`src/rtl/jk_mod_counter_pkg.sv`:
```
// Shared types and JK excitation encodings for the modulo-N JK counter.
package jk_pkg;

  typedef enum logic [1:0] {
    IDLE   = 2'd0,
    RUN    = 2'd1,
    LOADED = 2'd2
  } state_t;

  // {J, K} pairs as presented to a JK storage cell.
  localparam logic [1:0] JK_HOLD   = 2'b00;
  localparam logic [1:0] JK_RESET  = 2'b01;
  localparam logic [1:0] JK_SET    = 2'b10;
  // Reserved: never emitted, so external JK banks stay deterministic.
  localparam logic [1:0] JK_TOGGLE = 2'b11;

endpackage

```
`src/rtl/jk_mod_counter_if.sv`:
```
// Load handshake bus for jk_mod_counter, plus the FSM state as a status field.
import jk_pkg::*;

interface jk_mod_counter_if #(
  parameter int WIDTH = 4
);
  logic             load_valid;
  logic [WIDTH-1:0] load_value;
  logic             load_ready;
  logic             load_err;
  state_t           state;

  modport master (
    output load_valid, load_value,
    input  load_ready, load_err, state
  );

  modport slave (
    input  load_valid, load_value,
    output load_ready, load_err, state
  );
endinterface

```
`src/rtl/jk_mod_counter_cell.sv`:
```
// One JK storage bit with synchronous active-high clear.
import jk_pkg::*;

module jk_cell (
  input  logic clk,
  input  logic clr,
  input  logic j,
  input  logic k,
  output logic q
);

  // JK flip-flop behaviour; clear wins over any excitation.
  always_ff @(posedge clk) begin
    if (clr) begin
      q <= 1'b0;
    end else begin
      case ({j, k})
        JK_SET:    q <= 1'b1;
        JK_RESET:  q <= 1'b0;
        JK_TOGGLE: q <= ~q;
        default:   q <= q;
      endcase
    end
  end

endmodule

```
`src/rtl/jk_mod_counter.sv`:
```
// Modulo-N up/down counter whose count lives in JK cells; exports the
// per-bit J/K excitation so an external JK bank can track the same count.
import jk_pkg::*;

module jk_mod_counter #(
  parameter int WIDTH   = 4,
  parameter int MODULUS = 10
) (
  input  logic                  clk,
  input  logic                  clr,
  input  logic                  en,
  input  logic                  up,
  jk_mod_counter_if.slave       ld,
  output logic [WIDTH-1:0]      q,
  output logic [WIDTH-1:0]      j_out,
  output logic [WIDTH-1:0]      k_out,
  output logic                  tc
);

  localparam logic [WIDTH-1:0] QMAX  = WIDTH'(MODULUS - 1);
  // One extra bit so MODULUS == 2**WIDTH is still representable.
  localparam logic [WIDTH:0]   MOD_W = (WIDTH + 1)'(MODULUS);

  logic             accept;
  logic             clamp;
  logic [WIDTH-1:0] load_q;
  logic [WIDTH-1:0] nxt;
  state_t           state;

  assign ld.load_ready = ~clr;
  assign accept        = ld.load_valid & ld.load_ready;
  assign clamp         = ({1'b0, ld.load_value} >= MOD_W);
  assign load_q        = clamp ? QMAX : ld.load_value;
  assign tc            = up ? (q == QMAX) : (q == '0);
  assign ld.state      = state;

  // Next count: a load beats counting; counting wraps at both ends.
  always_comb begin
    nxt = q;
    if (accept) begin
      nxt = load_q;
    end else if (en) begin
      if (up) nxt = (q == QMAX) ? '0 : q + WIDTH'(1);
      else    nxt = (q == '0) ? QMAX : q - WIDTH'(1);
    end
  end

  // Per-bit excitation: set on 0->1, reset on 1->0, hold otherwise.
  always_comb begin
    j_out = '0;
    k_out = '0;
    for (int i = 0; i < WIDTH; i++) begin
      if (!q[i] && nxt[i])      {j_out[i], k_out[i]} = JK_SET;
      else if (q[i] && !nxt[i]) {j_out[i], k_out[i]} = JK_RESET;
      else                      {j_out[i], k_out[i]} = JK_HOLD;
    end
  end

  // Count storage: q only changes through the JK cells.
  for (genvar g = 0; g < WIDTH; g++) begin : g_cell
    jk_cell u_cell (
      .clk (clk),
      .clr (clr),
      .j   (j_out[g]),
      .k   (k_out[g]),
      .q   (q[g])
    );
  end

  // Mode FSM and the one-cycle clamp flag.
  always_ff @(posedge clk) begin
    if (clr) begin
      state       <= IDLE;
      ld.load_err <= 1'b0;
    end else begin
      ld.load_err <= accept & clamp;
      if (accept) begin
        state <= LOADED;
      end else begin
        case (state)
          IDLE:    state <= en ? RUN : IDLE;
          RUN:     state <= en ? RUN : IDLE;
          LOADED:  state <= en ? RUN : IDLE;
          default: state <= IDLE;
        endcase
      end
    end
  end

endmodule

```
`src/flat_wrapper.sv`:
```
// flat-port wrapper written by rule: the top's interface ports become plain ports
module jk_mod_counter_flat 
#(
  parameter int WIDTH   = 4,
  parameter int MODULUS = 10
)
  (clk, clr, en, up, q, j_out, k_out, tc, ld_load_valid, ld_load_value, ld_load_ready, ld_load_err, ld_state);
  jk_mod_counter_if #(.WIDTH(WIDTH)) ld_i ();
  input  logic clk;
  input  logic clr;
  input  logic en;
  input  logic up;
  output logic [WIDTH-1:0] q;
  output logic [WIDTH-1:0] j_out;
  output logic [WIDTH-1:0] k_out;
  output logic tc;
  input wire logic [$bits(ld_i.load_valid)-1:0] ld_load_valid;
  input wire logic [$bits(ld_i.load_value)-1:0] ld_load_value;
  output wire logic [$bits(ld_i.load_ready)-1:0] ld_load_ready;
  output wire logic [$bits(ld_i.load_err)-1:0] ld_load_err;
  output wire logic [$bits(ld_i.state)-1:0] ld_state;
  assign ld_i.load_valid = ld_load_valid;
  assign ld_i.load_value = ld_load_value;
  assign ld_load_ready = ld_i.load_ready;
  assign ld_load_err = ld_i.load_err;
  assign ld_state = ld_i.state;
  jk_mod_counter #(.WIDTH(WIDTH), .MODULUS(MODULUS)) u_core (.clk(clk), .clr(clr), .en(en), .up(up), .ld(ld_i), .q(q), .j_out(j_out), .k_out(k_out), .tc(tc));
endmodule
```
`config.mk`:
```
export PLATFORM = sky130hd
export DESIGN_NAME = jk_mod_counter_flat
export DESIGN_NICKNAME = d
export VERILOG_FILES = /design/src/rtl/jk_mod_counter_pkg.sv /design/src/rtl/jk_mod_counter_if.sv /design/src/rtl/jk_mod_counter_cell.sv /design/src/rtl/jk_mod_counter.sv /design/src/flat_wrapper.sv
export SDC_FILE = /design/constraint.sdc
export NUM_CORES = 1
export LEC_CHECK = 0
export BUFFER_PORTS_ARGS = -buffer_cell sky130_fd_sc_hd__clkbuf_2
export CAP_MARGIN = 10
export CORE_ASPECT_RATIO = 1.1
export CORE_UTILIZATION = 53
export DETAILED_ROUTE_END_ITERATION = 10
export PLACE_DENSITY = 0.9
export SLEW_MARGIN = 15
export SYNTH_ARGS = -nofsm -noshare
export SYNTH_HDL_FRONTEND = slang
export SYNTH_SLANG_ARGS = --single-unit
```
`constraint.sdc`:
```
create_clock -name clk -period 5.9 [get_ports clk]
set_input_delay 0 -clock clk [delete_from_list [all_inputs] [get_ports clk]]
set_output_delay 0 -clock clk [all_outputs]
set_load 0.1 [all_outputs]
```
# Word level (Yosys, flattened, before mapping)
# Index checks and enable logic that the tools add are counted.
# word_totals
word_cells	83
out_inout_bits	17
regBits	7
input_bits	9
# classes
n_eq_ne	15
addsub	2
n_mux	26
n_bitwise	8
reduce_logical	24
order_cmp	1
# ops
cell	count
4-bit 2-to-1 mux	6
2-bit equality test (second input constant)	9
1-bit 2-to-1 mux	14
1-bit one-hot mux with 3 select lines	4
3-bit nonzero test	4
2-bit by 1-bit equality test with 1-bit output (second input constant)	5
1-bit logical AND	8
1-bit logical NOT	8
1-bit inverter	6
3-bit OR reduction	2
4-bit by 1-bit adder with 4-bit output (second input constant)	1
4-bit equality test (second input constant)	1
4-bit greater-or-equal comparator (second input constant)	1
4-bit logical NOT	1
2-bit 2-to-1 mux	2
4-bit by 1-bit subtractor with 4-bit output (second input constant)	1
1-bit bitwise AND	2
2-bit logical NOT	1

# Longest topological paths before layout
# Gate-level depths: netlist (run 1).
# logic_depth
ltp_word	11
ltp_mapped	9
depth_no_buf	8

# By module
# Synthesis (run 1) repeated with hierarchy kept, for this count alone.
# unflattened
cells_unflattened	79
area_unflattened_um2	628.1
# modules_own_cells
module	instances	cells_each	seq_area_each_um2	area_each_um2
jk_mod_counter	1	63	60.1	432.9
jk_cell	4	4	20.0	48.8

# Worst setup path before layout (run 1)
# OpenSTA, ideal clock, no wires.
# synth_path
path_type	register to output
startpoint	register u_core.g_cell[0].u_cell.q
endpoint	output port tc
slack_ns	2.850
arrival_time_ns	3.050
required_ns	5.900
n_path_buf	1
path_stages_with_launch	4
path_cell_list	dfxtp_1 > buf_2 > or3_1 > a21boi_0
# synth_via
elab_chain_cells	2
word_cells_on_any_way	3
classes_between	1 x eq/ne; 1 x mux; 1 x reduce/logical
# synth_rtl
item	line_no	source
start: declaration	jk_mod_counter_cell.sv:9	output logic q
start signal: assignment	jk_mod_counter_cell.sv:20	JK_TOGGLE: q <= ~q;
start signal: assignment	jk_mod_counter_cell.sv:21	default: q <= q;
4-bit equality test or 4-bit logical NOT (tied branches)	jk_mod_counter.sv:34	assign tc = up ? (q == QMAX) : (q == '0);
1-bit 2-to-1 mux *	jk_mod_counter.sv:34	
end: declaration	flat_wrapper.sv:16	output logic tc;
# Mark *: on every way between the ends. The rest lies on a longest branch, timed or not.

# Worst setup path after layout (run 1)
# layout_path
startpoint	register u_core.g_cell[2].u_cell.q
endpoint	output port j_out[3]
# layout_via
elab_chain_cells	7
word_cells_on_any_way	11
classes_between	2 x add/sub; 1 x eq/ne; 6 x mux; 2 x reduce/logical
# layout_rtl
item	line_no	source
start: declaration	jk_mod_counter_cell.sv:9	
start signal: assignment	jk_mod_counter_cell.sv:20	
start signal: assignment	jk_mod_counter_cell.sv:21	
4-bit by 1-bit subtractor with 4-bit output, or another cell as far along	jk_mod_counter.sv:44	else nxt = (q == '0) ? QMAX : q - WIDTH'(1);
4-bit 2-to-1 mux, on equally long branches	jk_mod_counter.sv:44, jk_mod_counter.sv:43	
4-bit 2-to-1 mux *	jk_mod_counter.sv:43	if (up) nxt = (q == QMAX) ? '0 : q + WIDTH'(1);
4-bit 2-to-1 mux *	jk_mod_counter.sv:42	end else if (en) begin
4-bit 2-to-1 mux *	jk_mod_counter.sv:40	if (accept) begin
1-bit logical AND *	jk_mod_counter.sv:53	if (!q[i] && nxt[i]) {j_out[i], k_out[i]} = JK_SET;
1-bit 2-to-1 mux *	jk_mod_counter.sv:53	
end: declaration	flat_wrapper.sv:14	output logic [WIDTH-1:0] j_out;
# Marked as above.

==> impl_metrics.py, run 1 <==
metrics = {
    "sta": {
        "relSlewSlack": 0.636,
        "slew_violations": 0,
        "post-route-period-util": 0.393,
        "fin_ws_ns": 3.58,
        "worst_clock_skew_ns": 0.00640,
        "fin_setup_tns_ns": 0,
        "period_minus_slack_ns": 2.32,
        "worst_slew_pin_slew_ns": 0.549,
        "max_freq_ghz": 0.431,
        "finalSetupViolCount": 0,
        "finalHoldViolCount": 0,
        "rsz0062_at_grt": "no",
    },
    "final_layout": {
        "layout_commonest_cell": "clkbuf_2",
        "diodes": 0,
        "fillCellCount": 142,
        "layout.cells.most_common_list": "clkbuf_2, nor2_1, inv_1, ha_1, dfxtp_1",
        "multi_input_area_um2": 485,
        "synthToLayoutAreaGrowth_pct": 7.38,
        "regArea_um2": 140,
        "drive_above_1_share": 0.296,
        "nets": 135,
        "layout.cells.non_filler": 131,
    },
    "route": {
        "drt_iter0_markers": 11,
        "drc": 0,
        "avgRoutedWirePerCell_um": 12.7,
        "wl_met1_um": 757,
        "routed-wl-met3_um": 64,
        "route.vias.total": 723,
        "wl_um": 1660,
        "vias_per_cell": 5.52,
        "dr.pass1.iters": 4,
        "wl_met2_um": 816,
        "topRoutingLayerUsed": "met4",
        "ant_nets": 0,
    },
    "floorplan": {
        "die_h_um": 42.7,
        "start_util": 0.576,
        "fp.dieArea_um2": 1660,
        "rows": 14,
        "pin_count": 26,
        "die_w_um": 39.0,
        "coreArea_um2": 1380,
    },
    "place": {
        "dp_cells": 125,
        "dpl.hpwl_um": 1180,
        "numPortBuffers": 25,
        "gp_congestion": 0.778,
        "dpl_worst_slack_ns": 3.64,
    },
    "worst_hold_path": {
        "hp-class": "input pin to flop",
    },
    "critical_path": {
        "crit_required_ns": 5.90,
        "end_kind": "output pin",
        "path_class": "flop to output pin",
        "max_stage_delay_ns": 0.58,
        "cp_data_arrival_time_ns": 2.32,
        "crit_fanout": 14,
        "crit_path_top_delay_cell": "or4_4",
        "path_cells": "or4_4, a21oi_2, o21ai_1, a31oi_1, ha_1, clkbuf_2",
        "reg2reg_slack_ns": 3.63,
        "crit_family": "simple AND/OR/NAND/NOR gates",
        "cp_num_buf_inv": 1,
        "startpoint_type": "flop",
    },
    "yosys": {
        "ys_ff_latch": 7,
        "syn_area_um2": 797,
        "synth_cell_types": 36,
        "avgSynthCellArea_um2": 7.74,
        "seq_area_frac_synth": 0.176,
        "synth_fp_nets": 122,
        "ys_warn_count": 0,
        "syn_inst": 103,
    },
    "clocking": {
        "cts_root_buffer": "clkbuf_4",
        "htree_levels": 1,
        "tritoncts": "done",
        "clk_latency_ns": 0.27,
        "cts_buffer_depth": 2,
        "clkSlewWorstSetupHoldPaths_ns": 0.06,
        "postCtsSetupBuffers": 0,
        "cts_buffers": 3,
        "clock_sinks": 7,
        "post_cts_resized": 0,
    },
    "grt": {
        "grt_pass1_vias": 603,
        "grt-ovfl-total": 0,
        "track_usage": 0.218,
        "grt_first_pass_wirelength_um": 2540,
        "antenna_found_initial": 0,
        "grt_max_degree": 17,
    },
    "run_status": {
        "status": "finished clean",
    },
    "flow_run": {
        "max_cap_viol_count": 0,
    },
}
-- synthesized netlist by cell type, drive strengths merged --
library cell | instances | share of area
o211ai | 2 | 0.019
a2111oi | 2 | 0.030
nor3 | 2 | 0.013
nand2 | 5 | 0.024
o31ai | 1 | 0.0094
inv | 10 | 0.047
a31o | 1 | 0.011
xnor2 | 2 | 0.022
a22oi | 1 | 0.0094
nor2 | 11 | 0.052
buf | 19 | 0.17
and3 | 2 | 0.016
nor4 | 2 | 0.016
nand2b | 3 | 0.024
o2111ai | 1 | 0.011
ha | 10 | 0.16
nand4b | 1 | 0.011
nand3 | 1 | 0.0063
or4 | 1 | 0.014
a21o | 1 | 0.0094
or3 | 1 | 0.0079
nor4b | 1 | 0.011
o21ai | 2 | 0.013
a21boi | 1 | 0.0094
dfxtp | 7 | 0.18
a31oi | 2 | 0.016
o32a | 1 | 0.013
o32ai | 1 | 0.011
a21oi | 7 | 0.053
xor2 | 1 | 0.011
a32o | 1 | 0.013
-- routing by layer --
layer,up-vias,global-route usage
li1,369,-
met1,329,0.271
met2,23,0.347
met3,2,0.0628
met4,0,0.0828
met5,-,0
-- cells by family after synthesis --
group                    share of synthesized area
buffers and inverters                        0.215
adder cells (fa/ha/maj)                      0.157
flip-flops                                   0.176
AO/OA/AOI/OAI                                0.226
XOR/XNOR                                    0.0330
AND/OR/NAND/NOR                              0.193
-- worst register-to-register path, delay by kind of cell, from the launching register on --
kind            cells  cell delay, ns
flops               1            0.44
compound gates      4            0.47
fa+ha+maj           1            0.28
simple gates        2            0.95
-- sequential cells by signal, summed over array words and instances, names as in the netlist --
register and count:
u_core.ld.state 2, u_core.g_cell.u_cell.q 4, u_core.ld.load_err 1
-- cell type report --
class                   count  share of cell area
multi-input cells          67               0.567
well taps                  16              0.0234
inverters                  10              0.0439
repair buffers             27               0.170
clock inverters             1             0.00585
flip-flops and latches      7               0.164
clock buffers               3              0.0263
-- path summary, 6_finish.rpt --
check / end / startpoint / cells after the start
min: u_core.ld.load_err / ld_load_value[1] / 3
max: j_out[3] / u_core.g_cell[2].u_cell.q / 6
max reg2reg: u_core.g_cell[3].u_cell.q / u_core.g_cell[2].u_cell.q / 7
min reg2reg: u_core.ld.state[0] / u_core.ld.state[0] / 1
-- through the flow --
| step | hold WS (ns) | area [um2] | util |
|---|---|---|---|
| floorplan | 0.0724 | 797 | - |
| global placement | 0.214 | 808 | 0.584 |
| detailed placement | 0.234 | 808 | 0.584 |
| CTS | 0.0464 | 856 | 0.618 |
| global route | 0.0641 | 856 | 0.618 |
| finish | 0.0368 | 856 | 0.618 |
-- timing repair --
item | in CTS | in global routing
endpoints found under the setup margin | 0 | 0
endpoints found under the hold margin | 4 | 0
hold buffers | 2 | 0
Power of run 1 is not shown: default switching activity piles up to over one toggle a cycle in this logic, so the estimate is an artifact.
==> run 2, diff against run 1 <==
CORE_UTILIZATION = 44   (was 53)
PLACE_DENSITY = 0.81   (was 0.9)
clock period = 2 ns   (was 5.9 ns; I/O delays follow)
==> run 2 against run 1 <==
Against the previous run: the flow now finishes with violations (negative setup slack); non-clock buffer count rose by 3; highest routed layer unchanged; sequential cell count did not move; critical path type is now flop to flop; critical path depth rose by 1; first-iteration DRC count rose to 2.8 times the previous value; largest cell class unchanged; sequential share of layout area fell by 2.2 points; die area rose by 19%; register-to-register slack got worse by 3.7 ns; final cell count rose by 3.1%; clock skew fell by 0.0050 ns; cell area rose by 17%.
==> impl_metrics.py, run 2 (synthesis gave the netlist of run 1 again) <==
metrics = {
    "floorplan": {
        "coreArea_um2": 1630,
        "fp.dieArea_um2": 1990,
        "die_h_um": 46.6,
        "pin_count": 26,
        "start_util": 0.488,
        "die_w_um": 42.6,
        "rows": 15,
    },
    "clocking": {
        "cts_buffers": 3,
        "clock_sinks": 7,
        "clkSlewWorstSetupHoldPaths_ns": 0.05,
        "cts_root_buffer": "clkbuf_4",
        "htree_levels": 1,
        "clk_latency_ns": 0.26,
        "cts_buffer_depth": 2,
        "tritoncts": "done",
    },
    "route": {
        "wl_um": 1860,
        "drc": 0,
        "avgRoutedWirePerCell_um": 13.7,
        "vias_per_cell": 5.57,
        "drt_iter0_markers": 31,
        "dr.pass1.iters": 4,
        "ant_nets": 0,
        "route.vias.total": 752,
    },
    "grt": {
        "grt_pass1_vias": 626,
        "busiest_layer": "met2",
        "use_met2": 0.329,
        "use_met3": 0.0627,
        "grt_max_degree": 16,
        "antenna_found_initial": 0,
        "track_usage": 0.209,
        "grt-ovfl-total": 0,
        "grt_first_pass_wirelength_um": 2970,
        "use_met1": 0.259,
    },
    "critical_path": {
        "crit_required_ns": 2.14,
        "end_kind": "flop",
        "crit_family": "simple AND/OR/NAND/NOR gates",
        "path_cells": "or4_4, a21oi_2, o21ai_1, a31oi_1, ha_2, nor4b_4, a2111oi_2",
        "cp_data_arrival_time_ns": 2.18,
        "startpoint_type": "flop",
        "path_class": "flop to flop",
        "timing.rr.start": "u_core.g_cell[2].u_cell.q",
        "crit_path_start": "u_core.g_cell[2].u_cell.q",
        "crit_path_top_delay_cell": "or4_4",
        "max_stage_delay_ns": 0.53,
        "cp_num_buf_inv": 0,
        "crit_fanout": 3,
    },
    "sta": {
        "fin_ws_ns": -0.0447,
        "post-route-period-util": 1.02,
        "rsz0062_at_grt": "yes",
        "finalHoldViolCount": 0,
        "slew_violations": 0,
        "worst_slew_pin_slew_ns": 0.543,
        "finalSetupViolCount": 1,
        "relSlewSlack": 0.639,
        "period_minus_slack_ns": 2.04,
        "worst_clock_skew_ns": 0.00139,
        "max_freq_ghz": 0.489,
    },
    "final_layout": {
        "fillCellCount": 154,
        "drive_above_1_share": 0.373,
        "diodes": 0,
        "regArea_um2": 141,
        "nets": 138,
        "top_register": "u_core.g_cell.u_cell.q",
        "layout.cells.most_common_list": "clkbuf_2, nor2_1, inv_1, ha_1, dfxtp_1",
        "largest_registers": "u_core.g_cell.u_cell.q (4), u_core.ld.state (2), u_core.ld.load_err (1)",
        "layout_commonest_cell": "clkbuf_2",
        "largest_register_ffs": 4,
        "synthToLayoutAreaGrowth_pct": 25.1,
        "multi_input_area_um2": 537,
    },
    "run_status": {
        "status": "finished, violations left",
        "violations": "negative setup slack",
    },
    "worst_hold_path": {
        "hold_path.startpoint": "clr",
        "hp-class": "input pin to flop",
    },
    "flow_run": {
        "max_cap_viol_count": 0,
    },
    "place": {
        "dpl_worst_slack_ns": -0.0721,
        "gp_congestion": 0.786,
        "numPortBuffers": 25,
        "dpl.hpwl_um": 1330,
    },
}
[run 2: metrics by stage]
stage          instances  instance area [um2]  utilization  hold slack [ns]  setup TNS [ns]
6_report             135                  997        0.611           0.0234         -0.0447
3_3_place_gp         130                  912        0.559            0.212               0
3_5_place_dp         130                  912        0.559            0.212         -0.0721
5_1_grt              135                  997        0.611           0.0194          -0.114
2_1_floorplan        103                  807            -           0.0724               0
4_1_cts              135                  973        0.596          0.00966         -0.0233
[run 2: path summary, 6_finish.rpt]
check	endpoint	slack [ns]	cells after the start
worst min-delay path	u_core.g_cell[1].u_cell.q	0.02	2
worst min register to register	u_core.ld.state[0]	0.47	1
worst max register to register	u_core.g_cell[3].u_cell.q	-0.04	7
worst max-delay path	u_core.g_cell[3].u_cell.q	-0.04	7
[run 2: routing by layer]
| metal | part of all wire | wire [um] |
|---|---|---|
| met5 | 0 | 0 |
| met3 | 0.058 | 107 |
| met1 | 0.44 | 813 |
| met4 | 0.021 | 39 |
| met2 | 0.48 | 894 |
[run 2: layout make-up]
type,count,share of cell area
Timing Repair Buffer,30,0.235
Clock buffer,4,0.0263
Sequential cell,7,0.142
Tap cell,17,0.0213
Multi-Input combinational cell,67,0.538
Inverter,10,0.0376
[run 2: repair_timing]
item | in CTS | in global routing
endpoints found under the hold margin | 1 | 0
setup buffers | 0 | 0
pin swaps | 4 | 0
gates resized for setup | 4 | 6
hold buffers | 1 | 0
setup endpoints to repair | 2 | 3
Power of run 2 is left out for the same reason.
